### src/rtl/dmem_responder.sv
// MEM-stage data-memory responder: services held dmemREN/dmemWEN requests against a variable-latency RAM port.
// Optional ramready watchdog enabled by defining DMEM_TIMEOUT_EN (limit set by TO_CYC).
module dmem_responder #(
  parameter int ADDR_W = 32,
  parameter int TO_CYC = 255
) (
  input  logic              CLK,
  input  logic              nRST,
  input  logic              dmemREN,
  input  logic              dmemWEN,
  input  logic [ADDR_W-1:0] dmemaddr,
  input  logic [31:0]       dmemstore,
  output logic              dhit,
  output logic [31:0]       dmemload,
  output logic              derr,
  output logic              ramREN,
  output logic              ramWEN,
  output logic [ADDR_W-1:0] ramaddr,
  output logic [31:0]       ramstore,
  input  logic [31:0]       ramload,
  input  logic              ramready
);

  typedef enum logic [1:0] {
    IDLE   = 2'd0,
    ACCESS = 2'd1,
    RESP   = 2'd2
  } state_t;

  state_t state_r;
  logic   flush_r;
  logic   req_s;
  logic   misalign_s;
  logic   to_hit_s;

  assign req_s      = dmemREN | dmemWEN;
  assign misalign_s = (dmemaddr[1:0] != 2'b00);

`ifdef DMEM_TIMEOUT_EN
  localparam int CNT_W = ($clog2(TO_CYC + 1) > 8) ? $clog2(TO_CYC + 1) : 8;

  logic [CNT_W-1:0] to_cnt_r;

  // Watchdog: counts ACCESS cycles, held at zero everywhere else
  always_ff @(posedge CLK or negedge nRST) begin
    if (!nRST) begin
      to_cnt_r <= '0;
    end else if (state_r != ACCESS) begin
      to_cnt_r <= '0;
    end else begin
      to_cnt_r <= to_cnt_r + CNT_W'(1);
    end
  end

  // Fires on the ACCESS edge that completes the TO_CYC-th cycle
  assign to_hit_s = (to_cnt_r == CNT_W'(TO_CYC - 1));
`else
  logic unused_to_cyc_s;

  assign to_hit_s        = 1'b0;
  assign unused_to_cyc_s = (TO_CYC == 32'sd0);
`endif

  // Request/response FSM; every output is a register of this block
  always_ff @(posedge CLK or negedge nRST) begin
    if (!nRST) begin
      state_r  <= IDLE;
      flush_r  <= 1'b0;
      dhit     <= 1'b0;
      derr     <= 1'b0;
      ramREN   <= 1'b0;
      ramWEN   <= 1'b0;
      ramaddr  <= '0;
      ramstore <= 32'h0000_0000;
      dmemload <= 32'h0000_0000;
    end else begin
      case (state_r)
        IDLE: begin
          if (req_s) begin
            ramaddr  <= dmemaddr;
            ramstore <= dmemstore;
            flush_r  <= 1'b0;
            if (misalign_s) begin
              dhit    <= 1'b1;
              derr    <= 1'b1;
              state_r <= RESP;
            end else begin
              // A combined REN+WEN request is serviced as a write
              ramWEN  <= dmemWEN;
              ramREN  <= dmemREN & ~dmemWEN;
              state_r <= ACCESS;
            end
          end
        end
        ACCESS: begin
          if (ramready) begin
            ramREN <= 1'b0;
            ramWEN <= 1'b0;
            if (flush_r || !req_s) begin
              state_r <= IDLE;
            end else begin
              if (ramREN) begin
                dmemload <= ramload;
              end
              // dhit follows one cycle later, raised from RESP
              state_r <= RESP;
            end
          end else if (to_hit_s) begin
            ramREN <= 1'b0;
            ramWEN <= 1'b0;
            if (flush_r || !req_s) begin
              state_r <= IDLE;
            end else begin
              dhit    <= 1'b1;
              derr    <= 1'b1;
              state_r <= RESP;
            end
          end else if (!req_s) begin
            flush_r <= 1'b1;
          end
        end
        RESP: begin
          if (dhit) begin
            dhit    <= 1'b0;
            derr    <= 1'b0;
            state_r <= IDLE;
          end else begin
            dhit <= 1'b1;
          end
        end
        default: begin
          state_r <= IDLE;
          dhit    <= 1'b0;
          derr    <= 1'b0;
          ramREN  <= 1'b0;
          ramWEN  <= 1'b0;
        end
      endcase
    end
  end

endmodule

### config.mk
export PLATFORM = sky130hd
export DESIGN_NAME = dmem_responder
export DESIGN_NICKNAME = d
export VERILOG_FILES = /design/src/rtl/dmem_responder.sv
export SDC_FILE = /design/constraint.sdc
export NUM_CORES = 1
export LEC_CHECK = 0
export BUFFER_PORTS_ARGS = -buffer_cell sky130_fd_sc_hd__buf_2
export CAP_MARGIN = 20
export CORE_MARGIN = 2
export CORE_UTILIZATION = 49
export DETAILED_ROUTE_END_ITERATION = 8
export GPL_ROUTABILITY_DRIVEN = 0
export PLACE_DENSITY = 0.85
export SKIP_LAST_GASP = 1
export SLEW_MARGIN = 20
export SYNTH_ARGS = -nofsm -noshare
export SYNTH_HDL_FRONTEND = slang
export SYNTH_SLANG_ARGS = --single-unit
### constraint.sdc
create_clock -name CLK -period 2.47 [get_ports CLK]
set_input_delay 0.3705 -clock CLK [delete_from_list [all_inputs] [get_ports CLK]]
set_output_delay 0.3705 -clock CLK [all_outputs]
set_load 0.03 [all_outputs]
==> Yosys cells after proc, flatten, opt, wreduce, memory -nomap -nowiden <==
Index checks and enable logic that the tools add are counted.
{ "classes": {"eq_ne": 9, "n_reduce_logical": 12, "muxes": 23, "n_bitwise": 6} }
{ "ops": {"columns": ["op", "n"], "rows": [
  ["AND reduction 4 bit", 4],
  ["!= test 2 bit (second input constant)", 7],
  ["two-way mux 1 bit", 12],
  ["case mux 1 bit (3 select lines)", 4],
  ["two-way mux 2 bit", 5],
  ["case mux 2 bit (3 select lines)", 1],
  ["AND reduction 3 bit", 2],
  ["inverter 1 bit", 4],
  ["nonzero test 2 bit", 2],
  ["equality test 2 x 1 -> 1 bit (second input constant)", 1],
  ["equality test 2 bit (second input constant)", 1],
  ["logical NOT 2 bit", 1],
  ["case mux 1 bit (2 select lines)", 1],
  ["AND reduction 2 bit", 1],
  ["bitwise AND 1 bit", 1],
  ["logical NOT 1 bit", 1],
  ["logical OR 1 bit", 1],
  ["OR 1 bit", 1]
]} }
{ "totals": {"reg_bits": 103, "out_inout_bits": 100, "inputBits": 101, "elab_cells": 59} }

==> Longest topological paths before layout <==
Gate-level depths: netlist (run 1).
{ "depth": {"ltp_word": 6, "depth_mapped": 6, "mapped_depth_nobuf": 3} }

==> Worst setup path after synthesis (run 1) <==
No wires, ideal clock.
{ "synth_path": {"path_type": "register to register", "start": "register ramREN", "end": "register dmemload[0]", "path_slack_ns": 0.880, "path_buffers": 1, "t_arrival_ns": 1.465, "setup_ns": 0.125, "stages_incl_launch_ff": 5, "synth_period_minus_slack_ns": 1.590, "t_required_ns": 2.345, "cell_sequence": "dfrtp_1 > nand4b_1 > nor3_4 > buf_6 > mux2_2"} }
{ "synth_via": {"elab_chain_len": 1} }
{ "synth_rtl": {"columns": ["item", "line_no", "rtl"], "rows": [
  ["from (decl)", "16", "output logic ramREN,"],
  ["from (signal assigned)", "90", "ramREN <= dmemREN & ~dmemWEN;"],
  ["AND reduction 4 bit (no source line)", null, null],
  ["to (signal assigned)", "103", "dmemload <= ramload;"],
  ["to (decl)", "14", "output logic [31:0] dmemload,"]
]} }
Every way passes these cells.
A chain may end at the register's enable or synchronous reset.

==> Final worst setup path (run 1) <==
{ "layout_path": {"start": "register state_r[0]", "end": "register dmemload[3]"} }
{ "layout_via": {"elab_chain_len": 2} }
{ "layout_rtl": {"columns": ["item", "line_no", "rtl"], "rows": [
  ["from (decl)", "30", "state_t state_r;"],
  ["from (signal assigned)", "67", "state_r <= IDLE;"],
  ["from (signal assigned)", "86", "state_r <= RESP;"],
  ["from (signal assigned)", "91", "state_r <= ACCESS;"],
  ["equality test 2 x 1 -> 1 bit", "77", "case (state_r)"],
  ["AND reduction 4 bit (no source line)", null, null]
]} }
Every way passes these cells.

==> reports/results.tsv, run 1 <==
stage	metric	value	unit
worst_setup_path	crit end category	flip-flop	
global_route	pin count of the biggest net entering global routing	58	
cells_and_area	register area	2580	um2
worst_setup_path	worst endpoint required time	2700	ps
clocking	# clock sinks	103	
yosys	post-synthesis sequential area ratio	0.650	
cells_and_area	Inserted Diodes	0	
yosys	synthesized net count	344	
cells_and_area	Nets	547	
cells_and_area	commonest cells after routing, fill and taps aside	buf_2 (199), dfrtp_1 (103), mux2_2 (84)	
global_route	grt total ovfl	0	
power	pwr dens	1340	nW/um2
global_route	initial antenna violation count	0	
yosys	YS warnings	0	
yosys	largest family of logic cells by synthesized area	multiplexers	
routing	Avg WL per Cell	15.8	um
clocking	clk root buf	clkbuf_8	
yosys	post-synth design cell area	3970	um2
clocking	# Post-CTS Setup Buffers	0	
hold_path	HP Class	in2async	
timing	Max Slew Vio Count	0	
clocking	cts bufs inserted	9	
routing	met1 WL	3.38	mm
yosys	post-synthesis compound-gate area fraction	0.0208	
worst_setup_path	CP max stage cell	dfrtp_1	
clocking	clock latency on the worst-skew pair	350	ps
yosys	post-synthesis adder-cell area fraction	0	
timing	Clock Skew	8.29	ps
timing	worst setup margin	744	ps
timing	slew margin rel.	0.593	
yosys	Synth Area in XOR/XNOR	0	
worst_setup_path	CP arrival	1950	ps
worst_setup_path	Top delay family on crit path	flip-flops	
clocking	H-tree depth	3	
power	maximum vdd drop	0.842	mV
worst_setup_path	worst reg2reg path depth	4	
cells_and_area	Layout fillers	599	
timing	Tcrit/Tclk final	0.699	
worst_setup_path	WS Path Type	reg2reg	
yosys	post-synthesis mux area share	0.273	
worst_setup_path	startpoint types	flip-flop	
die	die width	94.0	um
cells_and_area	area grow syn2layout	33.4	%
worst_setup_path	Crit Path Max Fanout	32	
routing	WL final	8.70	mm
timing	setup_tns	0	ps
global_route	Total GRT Usage	0.199	
worst_setup_path	Critical Path Max Stage Delay	510	ps
worst_setup_path	Buf/Inv on CP	1	
placement	pre-CTS setup slack	709	ps
routing	wire length on met3	732	um
die	Initial Util	0.510	
yosys	cell count after synthesis	243	
placement	PortBufs	200	
cells_and_area	commonest non-fill, non-tap cell in the layout	buf_2	
timing	Final Setup Violations	0	
routing	vias per inst	4.95	
routing	First DRT Iteration DRCs	61	
yosys	simple-gate portion of the synthesized area	0.0256	
status	status	finished clean	
clocking	clk buf depth	2	
worst_setup_path	CP Cell Sequence	nand4b_1 -> nor3_4 -> buf_4 -> mux2_2	
timing	RSZ-0062 raised after global routing	false	
timing	Tmin final	1730	ps
global_route	first-pass GRT wire length	13.5	mm
routing	Pre-antenna DRT Iters	4	
die	die area	8830	um2
worst_setup_path	Critical Path Stages	4	
die	Cell Rows	32	
routing	met2 wire length	4.48	mm
power	P_leak	2.77	nW
die	I/O pin count	201	
timing	Max Freq	0.579	GHz
clocking	Worst-path clk slew	100	ps
timing	final hold vios	0	
cells_and_area	Design Area, Final	5290	um2
cells_and_area	share of cells above drive strength 1	0.682	
routing	top routing layer used	met4	
cells_and_area	area of the multi-input gates	1280	um2
clocking	CTS tree	built	
placement	placed inst area	5050	um2
routing	Vias	2732	
clocking	CTS Hold Bufs	0	
global_route	vias in the first global route	2766	
flow_run	Max Cap Viol	0	
timing	Min Hold Slack	18.1	ps
timing	worst-margin pin slew	605	ps
placement	Final HPWL DP	6.58	mm
clocking	post-CTS resize count	0	
routing	Residual DRC	0	
routing	Final ANT Viol Nets	0	
die	core area	7770	um2
yosys	Distinct cells, synth	23	
yosys	average size of a mapped cell	16.3	um2
yosys	Synth Register Bits	103	
die	Die Y	94.0	um
worst register-to-register path: cells and delay by family, from the launching register on:
family / cells / cell delay (ps)
flops: 1 / 510
mux: 1 / 400
buf+inv: 1 / 380
simple gates: 2 / 320
flip-flops by register name, summed over array words and instances (netlist names):
signal / cells
state_r: 2
ramREN: 1
flush_r: 1
dmemload: 32
derr: 1
ramWEN: 1
ramstore: 32
dhit: 1
ramaddr: 32
layout make-up:
type                       instances  area share
clock buffer                      10      0.0260
clock inverter                     5      0.0201
inverter                           2     0.00142
multi-input combinational        126       0.241
sequential                       103       0.487
tap                              102      0.0241
timing repair buffer             204       0.200
cells in the mapped netlist, drive strengths merged:
master / number / area, um2
o211ai: 1 / 7.51
nand2: 4 / 15.0
mux2: 96 / 1080
a21oi: 2 / 10.0
a22o: 1 / 8.76
nand4b: 1 / 8.76
a211oi: 1 / 7.51
nor2: 4 / 20.0
a32oi: 1 / 8.76
nand3b: 1 / 7.51
o21ai: 8 / 40.0
inv: 2 / 7.51
nor4: 2 / 12.5
nor3: 1 / 16.3
buf: 12 / 115
dfrtp: 103 / 2580
or4: 2 / 15.0
nand2b: 1 / 6.26
kinds of logic after synthesis:
logic type / after synthesis
mux: 96
compound gates: 14
simple gates: 16
buf+inv: 14
flops: 103
per-layer routing:
metal	track usage	vias up
li1	-	1265
met3	0.0594	12
met4	0.0483	0
met2	0.352	127
met5	0	-
met1	0.238	1328
power by group:
| part | switching, W | internal (W) |
|---|---|---|
| combinational | 0.00201 | 0.00115 |
| clock | 0.000556 | 0.000698 |
| sequential | 0.000338 | 0.00233 |
per-stage QoR:
stage,total power (W),util,std cells
4_1_cts,0.00716,0.681,552
3_3_place_gp,0.00579,0.650,537
3_5_place_dp,0.00590,0.650,537
2_1_floorplan,0.00495,-,243
6_report,0.00709,0.681,552
5_1_grt,0.00745,0.681,552
final timing paths:
kind                                          from                        to  slack, ps
max                         state_r[0]$_DFFE_PN0P_   dmemload[3]$_DFFE_PN0P_        740
min                                           nRST  ramstore[22]$_DFFE_PN0P_         20
max reg2reg                 state_r[0]$_DFFE_PN0P_   dmemload[3]$_DFFE_PN0P_        740
min reg2reg                ramaddr[14]$_DFFE_PN0P_   ramaddr[14]$_DFFE_PN0P_        490
max in group asynchronous                     nRST   dmemload[7]$_DFFE_PN0P_       1730
min in group CLK                      dmemaddr[14]   ramaddr[14]$_DFFE_PN0P_        230
Power figures use the tool's default switching activity.
==> run 2, diff against run 1 <==
- CORE_UTILIZATION: 49 -> 45
- PLACE_DENSITY: 0.85 -> 0.79
- clock period: 2.47 -> 1.8 ns (I/O delays scaled with it)
==> run 2 against run 1 <==
Net effect:
- non-clock buffer count increased by 2
- utilization fell by 6.6 points
- sequential share of layout area down 0.22 points
- global-route usage shrank 3.0 points
- design area rose by 0.45%
- setup slack worse by 560 ps
- clock skew up 3.5 ps
- critical endpoint is now ramaddr[24]$_DFFE_PN0P_
==> reports/results.tsv, run 2 (synthesized netlist as in run 1, its figures left out) <==
stage	metric	value	unit	change
routing	First DRT Iteration DRCs	133		+120%
clocking	cts bufs inserted	9		unchanged
power	maximum vdd drop	0.986	mV	+17%
worst_setup_path	WS Path Type	reg2reg		
clocking	CTS tree	built		
timing	worst setup margin	180	ps	-564 ps
timing	Clock Skew	11.8	ps	+3.48 ps
routing	Avg WL per Cell	14.7	um	-6.8%
timing	worst-margin pin slew	493	ps	-112 ps
timing	setup_tns	0	ps	unchanged
placement	pre-CTS setup slack	125	ps	-584 ps
cells_and_area	Nets	549		+0.37%
die	die width	97.9	um	+4.2%
worst_setup_path	crit end category	flip-flop		
timing	Max Freq	0.617	GHz	+6.6%
die	Die Y	97.9	um	+4.2%
worst_setup_path	Critical R2R Launch	state_r[1]$_DFFE_PN0P_		
die	die area	9580	um2	+8.5%
cells_and_area	share of cells above drive strength 1	0.680		-0.00231
global_route	vias in the first global route	2718		-1.7%
clocking	H-tree depth	3		unchanged
global_route	initial antenna violation count	0		unchanged
timing	slew margin rel.	0.670		+0.0771
routing	Pre-antenna DRT Iters	4		unchanged
clocking	Worst-path clk slew	90	ps	about the same
timing	Min Hold Slack	125	ps	+107 ps
die	Cell Rows	34		+6.3%
clocking	clock latency on the worst-skew pair	350	ps	about the same
routing	vias per inst	4.93		-0.49%
timing	Final Setup Violations	0		unchanged
clocking	clk root buf	clkbuf_8		
power	pwr dens	1780	nW/um2	+33%
placement	Final HPWL DP	6.23	mm	-5.4%
clocking	clk buf depth	2		unchanged
routing	Final ANT Viol Nets	0		unchanged
hold_path	Worst Hold Path Cells	2		
cells_and_area	area grow syn2layout	34.0	%	
routing	Vias	2763		+1.1%
die	core area	8640	um2	+11%
cells_and_area	Inserted Diodes	0		unchanged
worst_setup_path	worst endpoint required time	2040	ps	-660 ps
global_route	pin count of the biggest net entering global routing	55		-5.2%
hold_path	Min-Delay Endpoint	ramaddr[14]$_DFFE_PN0P_		
routing	WL final	8.24	mm	-5.2%
clocking	# clock sinks	103		unchanged
timing	Tmin final	1620	ps	-106 ps
worst_setup_path	CP arrival	1860	ps	-90 ps
worst_setup_path	reg-to-reg endpoint	ramaddr[24]$_DFFE_PN0P_		
placement	PortBufs	200		unchanged
die	Initial Util	0.459		-0.0513
hold_path	HP Class	in2reg		
timing	RSZ-0062 raised after global routing	false		
timing	Tcrit/Tclk final	0.900		+0.201
die	I/O pin count	201		unchanged
cells_and_area	commonest non-fill, non-tap cell in the layout	buf_2		
global_route	grt total ovfl	0		unchanged
flow_run	Max Cap Viol	0		unchanged
global_route	first-pass GRT wire length	13.1	mm	-3.2%
cells_and_area	top flop regs	dmemload (32), ramaddr (32), ramstore (32)		
clocking	# Post-CTS Setup Buffers	0		unchanged
worst_setup_path	startpoint types	flip-flop		
timing	final hold vios	0		unchanged
timing	Max Slew Vio Count	0		unchanged
hold_path	hold path start	dmemaddr[14]		
cells_and_area	commonest cells after routing, fill and taps aside	buf_2 (199), dfrtp_1 (103), mux2_2 (84)		
power	P_leak	2.76	nW	-0.12%
worst_setup_path	Crit Path Max Fanout	28		-13%
worst_setup_path	R2R Setup Slk	180	ps	-560 ps
status	status	finished clean		
power	total power	0.00948	W	+34%
global_route	Total GRT Usage	0.169		-0.0297
worst_setup_path	worst reg2reg path depth	4		unchanged
routing	Residual DRC	0		unchanged
-- run 2: worst max path at each step --
stage / from / endpoint / slack (ps) / cells after the start
6_report: state_r[1]$_DFFE_PN0P_ / ramaddr[24]$_DFFE_PN0P_ / 180 / 4
5_1_grt: state_r[1]$_DFFE_PN0P_ / ramstore[0]$_DFFE_PN0P_ / 50 / 4
4_1_cts: state_r[1]$_DFFE_PN0P_ / ramREN$_DFFE_PN0P_ / 90 / 3
3_5_place_dp: state_r[1]$_DFFE_PN0P_ / ramREN$_DFFE_PN0P_ / 120 / 3
3_3_place_gp: dmemWEN / ramaddr[30]$_DFFE_PN0P_ / 210 / 4
2_1_floorplan: ramREN$_DFFE_PN0P_ / dmemload[0]$_DFFE_PN0P_ / 210 / 4
-- run 2: power by group --
group | switching (W) | leakage (nW) | internal, W
Sequential | 0.000467 | 1.28 | 0.00320
Combinational | 0.00275 | 1.39 | 0.00161
Clock | 0.000762 | 0.0932 | 0.000688
-- run 2: stage by stage --
| step | utilization | std cells | cell area (um2) |
|---|---|---|---|
| CTS | 0.615 | 561 | 5310 |
| floorplan | - | 243 | 3970 |
| detailed placement | 0.591 | 544 | 5100 |
| global route | 0.615 | 561 | 5320 |
| finish | 0.615 | 561 | 5320 |
| global placement | 0.591 | 544 | 5100 |
-- run 2: critical path, cell delays in order, from the launching register on --
cell     delay [ps]
dfrtp_1         580
nor2_2          100
o21ai_4         210
buf_12          250
mux2_2          350
-- run 2: area by class of cell --
class / count / area, um2
Inverter: 2 / 7.51
Clock buffer: 12 / 145
Timing Repair Buffer: 206 / 1110
Fill cell: 701 / 3320
Tap cell: 108 / 135
Clock inverter: 4 / 53.8
Multi-Input combinational cell: 126 / 1280
Sequential cell: 103 / 2580
-- run 2: layer usage --
metal  wire length [um]  global-route usage  share of wire
met1               3210               0.205           0.39
met2               4180               0.284           0.51
met3                693              0.0623          0.084
met4                157              0.0513          0.019
met5                  0                   0              0
-- run 2: repair_timing --
action	in CTS	in global routing
endpoints found under the hold margin	103	0
resized for setup	0	1
setup endpoints to repair	0	1
hold buffers	1	0
==> run 3, diff against run 2 <==
- CORE_MARGIN: 2 -> not set
- CTS_CLUSTER_SIZE: not set -> 12
==> run 3 against run 2 <==
Net effect:
- final cell count down 0.18%
- maximum frequency up 1.1%
- highest routed layer unchanged
- critical endpoint is now dmemload[4]$_DFFE_PN0P_
- non-clock buffer count up 2
- power down 0.58%
- design area about the same
- wire length up 0.96%
- clock skew up 0.64 ps
==> reports/results.tsv, run 3 (synthesized netlist as in run 1, its figures left out) <==
stage	metric	value	unit	change
global_route	Total GRT Usage	0.181		+0.0119
worst_setup_path	worst reg2reg path depth	4		unchanged
hold_path	hold path start	dmemaddr[14]		
timing	worst-margin pin slew	574	ps	+81.2 ps
die	Die Y	95.9	um	-2.0%
cells_and_area	Nets	551		+0.36%
placement	PortBufs	200		unchanged
global_route	first-pass GRT wire length	12.5	mm	-4.2%
worst_setup_path	Critical R2R Launch	state_r[0]$_DFFE_PN0P_		
timing	Tmin final	1600	ps	-17.6 ps
cells_and_area	Design Area, Final	5310	um2	about the same
flow_run	Max Cap Viol	0		unchanged
power	maximum vdd drop	1.15	mV	+16%
worst_setup_path	CP max stage cell	dfrtp_1		
die	core area	8380	um2	-2.9%
cells_and_area	commonest non-fill, non-tap cell in the layout	buf_2		
cells_and_area	top flop regs	dmemload (32), ramaddr (32), ramstore (32)		
routing	First DRT Iteration DRCs	38		-71%
worst_setup_path	worst endpoint required time	2020	ps	-20 ps
worst_setup_path	reg-to-reg endpoint	dmemload[4]$_DFFE_PN0P_		
routing	Pre-antenna DRT Iters	4		unchanged
cells_and_area	commonest cells after routing, fill and taps aside	buf_2 (199), dfrtp_1 (103), mux2_2 (84)		
timing	RSZ-0062 raised after global routing	false		
die	I/O pin count	201		unchanged
timing	slew margin rel.	0.614		-0.0564
clocking	CTS tree	built		
clocking	clk buf depth	2		unchanged
global_route	vias in the first global route	2673		-1.7%
clocking	clock latency on the worst-skew pair	350	ps	about the same
worst_setup_path	WS Path Type	reg2reg		
timing	worst setup margin	198	ps	+17.6 ps
timing	Max Slew Vio Count	0		unchanged
worst_setup_path	crit end category	flip-flop		
hold_path	Worst Hold Path Cells	2		unchanged
worst_setup_path	CP Cell Sequence	nand4b_1 -> nor3_4 -> buf_12 -> mux2_2		
worst_setup_path	Buf/Inv on CP	1		unchanged
cells_and_area	Inserted Diodes	0		unchanged
timing	setup_tns	0	ps	unchanged
clocking	# clock sinks	103		unchanged
power	pwr dens	1770	nW/um2	-0.56%
power	P_leak	2.77	nW	+0.41%
routing	Avg WL per Cell	14.9	um	+1.1%
placement	Final HPWL DP	6.40	mm	+2.7%
timing	Final Setup Violations	0		unchanged
hold_path	Min-Delay Endpoint	ramaddr[14]$_DFFE_PN0P_		
timing	Max Freq	0.624	GHz	+1.1%
worst_setup_path	Top delay family on crit path	flip-flops		
hold_path	HP Class	in2reg		
clocking	H-tree depth	3		unchanged
worst_setup_path	startpoint types	flip-flop		
cells_and_area	area grow syn2layout	34.0	%	about the same
timing	Tcrit/Tclk final	0.890		-0.00979
status	status	finished clean		
placement	pre-CTS setup slack	167	ps	+41.9 ps
routing	WL final	8.32	mm	+0.96%
placement	placed inst area	5120	um2	+0.47%
routing	vias per inst	4.90		-0.47%
die	die area	9190	um2	-4.0%
cells_and_area	Finished Core Util	0.634		+0.0185
routing	Residual DRC	0		unchanged
cells_and_area	share of cells above drive strength 1	0.681		+0.00141
worst_setup_path	Crit Path Max Fanout	32		+14%
die	Initial Util	0.473		+0.0139
worst_setup_path	CP arrival	1830	ps	-30 ps
routing	Final ANT Viol Nets	0		unchanged
clocking	clk root buf	clkbuf_8		
die	Cell Rows	33		-2.9%
timing	Clock Skew	12.4	ps	+0.644 ps
global_route	grt total ovfl	0		unchanged
clocking	cts bufs inserted	9		unchanged
worst_setup_path	R2R Setup Slk	200	ps	+20 ps
clocking	Worst-path clk slew	100	ps	about the same
worst_setup_path	Critical Path Max Stage Delay	490	ps	-90 ps
global_route	initial antenna violation count	0		unchanged
global_route	pin count of the biggest net entering global routing	46		-16%
power	total power	0.00942	W	-0.58%
routing	Vias	2745		-0.65%
timing	final hold vios	0		unchanged
die	die width	95.9	um	-2.0%
run 3: changes by cell type in the layout (fill, tap and decap cells not counted), sizes merged:
cell      change
bufinv        -1
clkbuf        -1
inv           +2
clkinvlp      -1
buf           +2
clkinv        +1
run 3: routing by layer:
layer / wire length, um / global-route usage / vias to the layer above
li1: - / - / 1277
met1: 3200 / 0.213 / 1318
met2: 4300 / 0.313 / 136
met3: 735 / 0.0553 / 14
met4: 82 / 0.0647 / 0
met5: 0 / 0 / -
run 3: worst max-delay path by stage:
stage | startpoint | cells past startpoint | endpoint
floorplan | ramREN$_DFFE_PN0P_ | 4 | dmemload[0]$_DFFE_PN0P_
global placement | dmemWEN | 4 | ramaddr[31]$_DFFE_PN0P_
detailed placement | dmemWEN | 4 | ramstore[30]$_DFFE_PN0P_
CTS | state_r[0]$_DFFE_PN0P_ | 4 | dmemload[4]$_DFFE_PN0P_
global route | state_r[0]$_DFFE_PN0P_ | 4 | dmemload[4]$_DFFE_PN0P_
finish | state_r[0]$_DFFE_PN0P_ | 4 | dmemload[4]$_DFFE_PN0P_
run 3: per-stage QoR:
step / hold WS, ps / instances
global route: 107 / 560
global placement: 149 / 543
floorplan: -25.6 / 243
detailed placement: 151 / 543
finish: 127 / 560
CTS: 109 / 560
run 3: where the power goes:
| group | internal, W | switching (W) |
|---|---|---|
| Combinational | 0.00166 | 0.00279 |
| Clock | 0.000555 | 0.000776 |
| Sequential | 0.00320 | 0.000444 |
| Total | 0.00541 | 0.00401 |
run 3: final cells by class:
class                   instances  area (um2)
fillers                       676        3070
flip-flops and latches        103        2580
multi-input cells             126        1280
repair buffers                208        1140
clock buffers                  11         141
well taps                     105         131
clock inverters                 5        38.8
inverters                       2        7.51
run 3: what timing repair did:
item / in CTS / in global routing
hold buffers: 1 / 0
endpoints found under the setup margin: 0 / 0
resized for setup: 0 / 0
endpoints found under the hold margin: 14 / 0
setup buffers: 0 / 0
